File: src/rtl/processor_pkg.sv
// Shared processor definitions used by the execute-stage multiply/divide unit:
// ALU opcodes that start the unit, the unit's FSM state encoding and its latency.
package processor_pkg;

    localparam logic [4:0] ALUOP_MULT = 5'b00110;
    localparam logic [4:0] ALUOP_DIV  = 5'b00111;

    localparam int MD_WIDTH   = 32;
    localparam int MD_LATENCY = MD_WIDTH + 2;

    typedef enum logic [1:0] {
        MD_IDLE = 2'd0,
        MD_RUN  = 2'd1,
        MD_FIX  = 2'd2,
        MD_DONE = 2'd3
    } md_state_e;

endpackage

File: src/rtl/multdiv_datapath.sv
// Shift/add datapath for the multiply/divide unit. One shared (2*WIDTH+1)-bit
// accumulator: radix-2 Booth product for MULT, {remainder, quotient} for DIV.
// One iteration per step; sequencing lives in multdiv_unit.
module multdiv_datapath
    import processor_pkg::*;
#(
    parameter int WIDTH = 32
) (
    input  logic                       clock,
    input  logic                       load,
    input  logic                       load_div,
    input  logic                       step,
    input  logic                       div_mode,
    input  logic signed [WIDTH-1:0]    operand_a,
    input  logic signed [WIDTH-1:0]    operand_b,
    output logic signed [2*WIDTH-1:0]  product,
    output logic        [WIDTH-1:0]    quotient
);

    logic        [2*WIDTH:0]   acc_q;
    logic        [WIDTH-1:0]   opnd_q;

    logic signed [WIDTH-1:0]   booth_hi;
    logic signed [WIDTH:0]     booth_sum;
    logic        [WIDTH:0]     div_shift;
    logic        [WIDTH+1:0]   div_diff;

    // Two's-complement magnitude; the most negative value maps to 2**(WIDTH-1).
    function automatic logic [WIDTH-1:0] magnitude(input logic signed [WIDTH-1:0] v);
        return v[WIDTH-1] ? WIDTH'(-v) : WIDTH'(v);
    endfunction

    // Booth add/sub in WIDTH+1 bits so the most negative multiplicand cannot wrap,
    // and the trial subtraction of the restoring divider.
    always_comb begin
        booth_hi  = $signed(acc_q[2*WIDTH:WIDTH+1]);
        booth_sum = {booth_hi[WIDTH-1], booth_hi};
        case (acc_q[1:0])
            2'b01:   booth_sum = {booth_hi[WIDTH-1], booth_hi} + {opnd_q[WIDTH-1], opnd_q};
            2'b10:   booth_sum = {booth_hi[WIDTH-1], booth_hi} - {opnd_q[WIDTH-1], opnd_q};
            default: booth_sum = {booth_hi[WIDTH-1], booth_hi};
        endcase
        div_shift = {acc_q[2*WIDTH-1:WIDTH], acc_q[WIDTH-1]};
        div_diff  = {1'b0, div_shift} - {2'b00, opnd_q};
    end

    // Operand latch on start, then one Booth or restoring step per enable.
    always_ff @(posedge clock) begin
        if (load) begin
            if (load_div) begin
                opnd_q <= magnitude(operand_b);
                acc_q  <= {{(WIDTH+1){1'b0}}, magnitude(operand_a)};
            end else begin
                opnd_q <= operand_a;
                acc_q  <= {{WIDTH{1'b0}}, operand_b, 1'b0};
            end
        end else if (step) begin
            if (div_mode) begin
                if (!div_diff[WIDTH+1])
                    acc_q <= {div_diff[WIDTH:0], acc_q[WIDTH-2:0], 1'b1};
                else
                    acc_q <= {div_shift, acc_q[WIDTH-2:0], 1'b0};
            end else begin
                acc_q <= {booth_sum, acc_q[WIDTH:1]};
            end
        end
    end

    assign product  = $signed(acc_q[2*WIDTH:1]);
    assign quotient = acc_q[WIDTH-1:0];

endmodule

File: src/rtl/multdiv_unit.sv
// Iterative signed multiply/divide unit for the execute stage.
// FSM IDLE -> RUN (WIDTH iterations) -> FIX (sign/exception, result load) -> DONE (RDY).
// Optional macro MULTDIV_EARLY_DIVZERO_EN: a DIV by zero skips straight to DONE.
module multdiv_unit
    import processor_pkg::*;
#(
    parameter int WIDTH = 32
) (
    input  logic             clock,
    input  logic             reset_n,
    input  logic             ctrl_MULT,
    input  logic             ctrl_DIV,
    input  logic [WIDTH-1:0] data_operandA,
    input  logic [WIDTH-1:0] data_operandB,
    output logic [WIDTH-1:0] data_result,
    output logic             data_exception,
    output logic             data_resultRDY,
    output logic             busy
);

    localparam int CNT_W = $clog2(WIDTH);

    md_state_e             state_q, state_d;
    logic [CNT_W-1:0]      count_q;
    logic                  div_q, neg_q, bzero_q, ovf_q;
    logic [WIDTH-1:0]      result_q;
    logic                  exc_q;

    logic                  start, start_div, accept, early_dz;
    logic signed [2*WIDTH-1:0] product;
    logic        [WIDTH-1:0]   quotient;

    // Apply the quotient sign: negate iff operand signs differed.
    function automatic logic [WIDTH-1:0] div_signed(input logic [WIDTH-1:0] q,
                                                    input logic neg);
        return neg ? WIDTH'(-q) : q;
    endfunction

    // Product overflows when its upper half is not the sign extension of the low half.
    function automatic logic mult_overflow(input logic signed [2*WIDTH-1:0] p);
        return p[2*WIDTH-1:WIDTH] != {WIDTH{p[WIDTH-1]}};
    endfunction

    assign start     = ctrl_MULT | ctrl_DIV;
    assign start_div = ctrl_DIV & ~ctrl_MULT;
    assign accept    = (state_q == MD_IDLE) && start;

`ifdef MULTDIV_EARLY_DIVZERO_EN
    assign early_dz = start_div && (data_operandB == '0);
`else
    assign early_dz = 1'b0;
`endif

    // State register.
    always_ff @(posedge clock or negedge reset_n) begin
        if (!reset_n)
            state_q <= MD_IDLE;
        else
            state_q <= state_d;
    end

    // Next-state logic.
    always_comb begin
        state_d = state_q;
        case (state_q)
            MD_IDLE: if (start) state_d = early_dz ? MD_DONE : MD_RUN;
            MD_RUN:  if (count_q == CNT_W'(WIDTH - 1)) state_d = MD_FIX;
            MD_FIX:  state_d = MD_DONE;
            MD_DONE: state_d = MD_IDLE;
            default: state_d = MD_IDLE;
        endcase
    end

    // Iteration counter and the per-operation flags captured at start.
    always_ff @(posedge clock or negedge reset_n) begin
        if (!reset_n) begin
            count_q <= '0;
            div_q   <= 1'b0;
            neg_q   <= 1'b0;
            bzero_q <= 1'b0;
            ovf_q   <= 1'b0;
        end else if (accept) begin
            count_q <= '0;
            div_q   <= start_div;
            neg_q   <= data_operandA[WIDTH-1] ^ data_operandB[WIDTH-1];
            bzero_q <= (data_operandB == '0);
            ovf_q   <= (data_operandA == {1'b1, {(WIDTH-1){1'b0}}}) &&
                       (data_operandB == '1);
        end else if (state_q == MD_RUN) begin
            count_q <= count_q + 1'b1;
        end
    end

    // Result/exception register: loaded in FIX (or on an early divide-by-zero), held otherwise.
    always_ff @(posedge clock or negedge reset_n) begin
        if (!reset_n) begin
            result_q <= '0;
            exc_q    <= 1'b0;
        end else if (state_q == MD_FIX) begin
            if (div_q) begin
                result_q <= bzero_q ? '0 : div_signed(quotient, neg_q);
                exc_q    <= bzero_q | ovf_q;
            end else begin
                result_q <= product[WIDTH-1:0];
                exc_q    <= mult_overflow(product);
            end
        end else if (accept && early_dz) begin
            result_q <= '0;
            exc_q    <= 1'b1;
        end
    end

    multdiv_datapath #(.WIDTH(WIDTH)) u_datapath (
        .clock     (clock),
        .load      (accept),
        .load_div  (start_div),
        .step      (state_q == MD_RUN),
        .div_mode  (div_q),
        .operand_a ($signed(data_operandA)),
        .operand_b ($signed(data_operandB)),
        .product   (product),
        .quotient  (quotient)
    );

    assign data_result    = result_q;
    assign data_exception = exc_q;
    assign data_resultRDY = (state_q == MD_DONE);
    assign busy           = (state_q != MD_IDLE);

endmodule

File: config.mk
export PLATFORM = sky130hd
export DESIGN_NAME = multdiv_unit
export DESIGN_NICKNAME = d
export VERILOG_FILES = /design/src/rtl/processor_pkg.sv /design/src/rtl/multdiv_datapath.sv /design/src/rtl/multdiv_unit.sv
export SDC_FILE = /design/constraint.sdc
export NUM_CORES = 1
export LEC_CHECK = 0
export CORE_ASPECT_RATIO = 0.75
export CORE_UTILIZATION = 25
export DETAILED_ROUTE_END_ITERATION = 16
export PLACE_DENSITY = 0.43
export RECOVER_POWER = 25
export SLEW_MARGIN = 25
export SYNTH_ARGS = -nofsm -noshare
export SYNTH_HDL_FRONTEND = slang
export SYNTH_SLANG_ARGS = --single-unit
File: constraint.sdc
create_clock -name clock -period 6.55 [get_ports clock]
set_input_delay 0.9825 -clock clock [delete_from_list [all_inputs] [get_ports clock]]
set_output_delay 0.9825 -clock clock [all_outputs]
set_load 0.01 [all_outputs]
==> results of run 1 <==
==> cells in the mapped netlist (all sizes together), types with 39 or more instances <==
| cell type | count |
|---|---|
| xor2 | 61 |
| ha | 76 |
| inv | 67 |
| o21ai | 129 |
| dfrtp | 44 |
| clkbuf | 88 |
| a21oi | 199 |
| nor2 | 147 |
| edfxtp | 97 |
| nor2b | 47 |
| xnor2 | 112 |
| nand2 | 141 |
| o31ai | 39 |
==> worst max-delay path: stages <==
cell and delay, ns:
dlygate4sd3_1 0.52, clkbuf_1 1.08, o21ai_0 0.30, inv_2 0.66
nor2_1 0.35, inv_2 0.53, buf_4 0.52
==> final timing paths <==
check | start | endpoint | slack (ns) | cells after the start
worst max-delay path | ctrl_DIV | u_datapath.acc_q[63]$_SDFFCE_PP0P_ | 1.65 | 7
worst min-delay path | ovf_q$_DFFE_PN0P_ | ovf_q$_DFFE_PN0P_ | 0.49 | 1
worst max register to register | div_q$_DFFE_PN0P_ | u_datapath.acc_q[30]$_DFFE_PP_ | 1.78 | 6
worst min register to register | ovf_q$_DFFE_PN0P_ | ovf_q$_DFFE_PN0P_ | 0.49 | 1
max in group asynchronous | reset_n | div_q$_DFFE_PN0P_ | 3.25 | 2
min in group asynchronous | reset_n | data_result[28]$_DFFE_PN0P_ | 1.44 | 2
==> report_power, final <==
part / total, mW / internal, mW / leakage (nW) / switching, mW
combinational: 6.96 / 2.87 / 4.12 / 4.09
sequential: 2.23 / 1.63 / 1.45 / 0.598
clock: 1.06 / 0.613 / 0.311 / 0.446
total: 10.2 / 5.12 / 5.89 / 5.13
==> cells by family (layout without fill, tap and decap cells) <==
kind of cell / Yosys count / in the layout
simple gates: 512 / 512
buf+inv: 162 / 222
flops: 141 / 141
fa+ha+maj: 78 / 78
compound gates: 568 / 568
mux: 32 / 32
xor+xnor: 173 / 173
==> area by class of cell <==
class,count,area share
Timing Repair Buffer,123,0.0737
Tap cell,712,0.0565
Clock buffer,24,0.0360
Sequential cell,141,0.255
Multi-Input combinational cell,1363,0.560
Clock inverter,8,0.00373
Inverter,67,0.0159
==> registers in the layout, summed over array words and instances (netlist names) <==
register and cells:
u_datapath.opnd_q 32, data_result 32, data_exception 1, ovf_q 1, state_q 2, u_datapath.acc_q 65, count_q 5, bzero_q 1
neg_q 1, div_q 1
==> per-stage QoR <==
step / hold WS [ns] / cells / cell area (um^2)
floorplan: 0.450 / 1666 / 13400
global placement: 0.474 / 2406 / 15200
detailed placement: 0.476 / 2406 / 15200
CTS: 0.490 / 2438 / 15800
global route: 0.519 / 2438 / 15800
finish: 0.489 / 2438 / 15800
==> layer usage <==
metal	vias to the layer above	wire length, um	track usage
met4	4	730	0.0400
met3	43	2600	0.0295
met1	6229	25100	0.267
met2	342	20100	0.255
met5	-	25	0
li1	6237	-	-
==> out/summary.md, run 1 <==
• most common cell after layout, fill and taps aside: a21oi_1
• max-slew violation total from the final report: 145
• DRC violation count after routing: 0
• Worst-Margin Slew: 3.10 ns
• global-route wire length before repair: 74300 um
• detailed-route vias per instance: 5.27
• drt pass-1 iters: 7
• mux cell area share after synthesis: 0.0241
• number of hold-slack violations in the final timing report: 0
• total clock buffers created by CTS: 17
• Primary FF master, synth: edfxtp_1
• total congestion overflow after global routing: 0
• unrepaired setup endpoints after global routing: false
• cell area after synthesis: 0.0134 mm^2
• total global routing track utilization: 0.176
• Relative slew margins: -1.06
• Post-synth EDFFs: 97
• clock transition at the registers of the reported paths: 0.07 ns
• commonest cells after routing, fill and taps aside: a21oi_1 (199), nor2_1 (146), nand2_1 (140), o21ai_0 (129), xnor2_1 (112)
• crit path capture type: flop
• top-area cell type share of the netlist area: 0.217
• total power density per cell area: 649 mW/mm^2
• total power draw: 10.2 mW
• number of library cell types mapped by synthesis: 65
• CTS HTree Levels: 4
• reported leakage power: 5.89 nW
• hold-fix buffer count after cts: 0
• clock latency on the worst-skew pair: 0.45 ns
• floorplan row count: 73
• Core Footprint: 0.0531 mm^2
• number of nets produced by synthesis: 1812
• Synth Area in Compound Gates: 0.260
• post-synthesis adder-cell area fraction: 0.0738
• sequential area share after synthesis: 0.299
• flops & latches, synth: 141
• setup total negative slack: 0 ns
• Post-Place Worst Slack: 1.97 ns
• global placement routability congestion: 0.906
• Area Growth Syn to Fin: 17.5%
• CTS tree: yes
• WP data arrival: 4.99 ns
• number of I/O port buffers: 102
• number of design-rule violations left by the first detailed-router iteration: 1271
• multi-input logic area: 0.00883 mm^2
• simple-gate portion of the synthesized area: 0.185
• Layout fillers: 5637
• Max Clk Rate: 204 MHz
• post-route fraction of the period consumed by the critical path: 0.747
• number of global-route vias before repair: 12400
• post-CTS setup-driven buffer insertion count: 0
• Cells after Synth: 1666
• main combinational cell family by area after synthesis: compound AO/OA/AOI/OAI gates
• total of cells resized after clock tree synthesis: 0
• diodes inserted: 0
• detailed-route via count: 12900
• area leader, netlist: edfxtp_1
• top post-synthesis cells by area: edfxtp_1 (22%), dfrtp_1 (8.2%), a21oi_1 (7.4%), xnor2_1 (7.3%), ha_1 (7.1%)
• storage element area: 0.00402 mm^2
• initial antenna violation count: 3
• Worst Setup Path Type: in -> reg
• run status: complete, but fails checks
• effective utilization at floorplan: 0.253
• Routed WL: 48500 um
• worst voltage drop across the vdd grid: 213 uV
• average footprint of a synthesized cell: 8.06 um^2
• clock sink count: 141
• maximum number of pins on one net before global-route repair: 70
• dpl hpwl: 37700 um
• Layout Utilization: 0.297
• number of warnings issued by yosys: 0
• post-layout worst setup margin: 1.65 ns
• max-cap check violation count: 3
• root buffer cell: clkbuf_16
• Final ANT Viol Nets: 0
• CP required: 6.65 ns
• fraction of layout cells with a size suffix above 1: 0.0469
• post-layout minimum cycle time: 4.90 ns
• critical path startpoint category: input port
• Hold Crit Class: reg -> reg
• die width: 270 um
• Boundary Pins: 103
• routed length per instance: 19.9 um
• Clock Skews: 0.0131 ns
• largest fanout of any net on the critical path: 35
• Die Outline Area: 0.0547 mm^2
• Async S/R FF share, synth: 0.312
• number of buffers on the longest clock path: 2
• XOR/XNOR Fraction of Synth Area: 0.113
• Total Nets Final: 1859
• chip height: 203 um
• final number of setup-violating endpoints: 0
• violated checks: max-capacitance violations, max-slew violations
No activity file was read; power rests on OpenSTA's default activity.
==> inputs of run 2 (changes only) <==
clock period = 5.1 ns   (was 6.55 ns; I/O delays follow)
==> run 2 against run 1 <==
Against the previous run: the flow still finishes with violations (max-capacitance violations, max-slew violations); design area barely moved; clock power rose by 18%; sequential power rose by 28%; first-iteration DRC count fell by 14%; global-route usage rose by 0.075 points; largest cell class unchanged; worst hold slack improved by 0.0022 ns; register-to-register slack got worse by 1.3 ns; cell count rose by 0.29%.
==> out/summary.md, run 2 (same netlist as run 1, synthesis figures left out) <==
• worst reg2reg startpoint: u_datapath.opnd_q[13]$_DFFE_PP_
• worst r2r dst: u_datapath.acc_q[58]$_SDFFCE_PP0P_
• Post-Place Worst Slack: 0.524 ns
• final instance area: 0.0158 mm^2
• critical path startpoint category: flop
• max-cap check violation count: 1
• number of buffers on the longest clock path: 2
• largest fanout of any net on the critical path: 7
• timing startpoint of the critical path: u_datapath.opnd_q[13]$_DFFE_PP_
• initial antenna violation count: 1
• CP required: 5.30 ns
• Max Clk Rate: 216 MHz
• Hold Crit Class: reg -> reg
• Worst-Margin Slew: 2.64 ns
• dpl hpwl: 38100 um
• post-layout minimum cycle time: 4.63 ns
• Reg with most FFs: u_datapath.acc_q
• CTS tree: yes
• post-route fraction of the period consumed by the critical path: 0.908
• Total Nets Final: 1865
• drt pass-1 iters: 5
• reg2reg path depth: 15
• destination of the worst hold path: ovf_q$_DFFE_PN0P_
• Routed WL: 48500 um
• commonest cells after routing, fill and taps aside: a21oi_1 (199), nor2_1 (147), nand2_1 (140), o21ai_0 (129), xnor2_1 (112)
• final number of setup-violating endpoints: 0
• global-route wire length before repair: 74800 um
• clock transition at the registers of the reported paths: 0.07 ns
• root buffer cell: clkbuf_16
• total global routing track utilization: 0.176
• total placed instance area: 0.0152 mm^2
• Largest register FFs: 65
• total congestion overflow after global routing: 0
• Worst Setup Path Type: reg -> reg
• post-CTS setup-driven buffer insertion count: 0
• most common cell after layout, fill and taps aside: a21oi_1
• worst voltage drop across the vdd grid: 266 uV
• total clock buffers created by CTS: 17
• number of I/O port buffers: 102
• die width: 270 um
• Core Footprint: 0.0531 mm^2
• floorplan row count: 73
• fraction of layout cells with a size suffix above 1: 0.0491
• Die Outline Area: 0.0547 mm^2
• Area Growth Syn to Fin: 17.6%
• total power density per cell area: 832 mW/mm^2
• WP data arrival: 4.83 ns
• detailed-route via count: 12900
• DRC violation count after routing: 0
• clock sink count: 141
• post-layout worst setup margin: 0.467 ns
• worst hold stages: 1
• maximum number of pins on one net before global-route repair: 60
• Boundary Pins: 103
• Layout Utilization: 0.298
• number of hold-slack violations in the final timing report: 0
• Relative slew margins: -0.761
• setup total negative slack: 0 ns
• effective utilization at floorplan: 0.253
• global placement routability congestion: 0.861
• reported leakage power: 5.91 nW
• crit path capture type: flop
• run status: complete, but fails checks
• detailed-route vias per instance: 5.27
• clock latency on the worst-skew pair: 0.45 ns
• Final ANT Viol Nets: 0
• max-slew violation total from the final report: 45
• number of design-rule violations left by the first detailed-router iteration: 1092
• origin of the worst min-delay path: ovf_q$_DFFE_PN0P_
• Clock Skews: 0.0147 ns
• number of global-route vias before repair: 12300
• unrepaired setup endpoints after global routing: false
• routed length per instance: 19.9 um
• hold-fix buffer count after cts: 0
• chip height: 203 um
• violated checks: max-capacitance violations, max-slew violations
• total of cells resized after clock tree synthesis: 0
• worst reg2reg setup slack: 0.47 ns
• CTS HTree Levels: 4
-- run 2: cell count changes in the layout (fill, tap and decap cells not counted), moves of 2 or more --
| cell | delta |
|---|---|
| clkdlybuf4s50_1 | +8 |
| dlygate4sd3_1 | -8 |
| buf_12 | +3 |
| buf_4 | +3 |
| clkbuf_16 | -3 |
| clkinv_2 | +3 |
| inv_4 | +2 |
-- run 2: worst max-delay path: stages, from the launching register on --
cell	delay, ns
edfxtp_1	0.45
or4_1	0.58
or3_1	0.37
nor3_1	0.52
nor2_1	0.11
xnor2_1	0.17
ha_1	0.41
nand4_1	0.14
or2_2	0.31
o31ai_1	0.34
buf_4	0.21
nor2_1	0.04
o21ba_2	0.20
xnor2_1	0.14
a221oi_1	0.27
o21ai_0	0.12
-- run 2: worst max-delay path by stage --
stage               cells past startpoint                            endpoint  slack, ns
floorplan                              15  u_datapath.acc_q[58]$_SDFFCE_PP0P_        1.0
global placement                       15  u_datapath.acc_q[58]$_SDFFCE_PP0P_       0.52
detailed placement                     15  u_datapath.acc_q[58]$_SDFFCE_PP0P_       0.52
CTS                                    15  u_datapath.acc_q[58]$_SDFFCE_PP0P_       0.52
global route                           16  u_datapath.acc_q[58]$_SDFFCE_PP0P_       0.16
finish                                 15  u_datapath.acc_q[58]$_SDFFCE_PP0P_       0.47
-- run 2: power breakdown --
part	switching, mW	leakage (nW)	internal, mW
sequential	0.765	1.45	2.09
clock	0.564	0.287	0.682
combinational	5.24	4.17	3.79
-- run 2: area by class of cell --
cell class	instances	area (um^2)
Clock inverter	12	78.8
Multi-Input combinational cell	1363	8830
Tap cell	712	891
Fill cell	5646	37300
Timing Repair Buffer	129	1240
Inverter	67	251
Antenna cell	1	2.50
Sequential cell	141	4020
Clock buffer	20	479
-- run 2: metrics by stage --
step	power, mW	instances	hold WS (ns)
6_report	13.1	2445	0.491
5_1_grt	14.3	2444	0.521
4_1_cts	13.2	2444	0.413
3_5_place_dp	11.9	2412	0.471
3_3_place_gp	11.9	2412	0.471
2_1_floorplan	9.25	1666	0.450
-- run 2: layer usage --
metal,share of wire,up-vias,global-route usage,wire length [um]
li1,-,6260,-,-
met5,0,-,0,0
met3,0.052,26,0.0295,2510
met2,0.41,327,0.256,20100
met4,0.012,0,0.0343,578
met1,0.52,6261,0.270,25400
==> inputs of run 3 (changes only) <==
CTS_CLUSTER_DIAMETER = 200   (was not set)
==> results of run 3 <==
No change in the layout: final DEF, timing and power equal those of run 2.
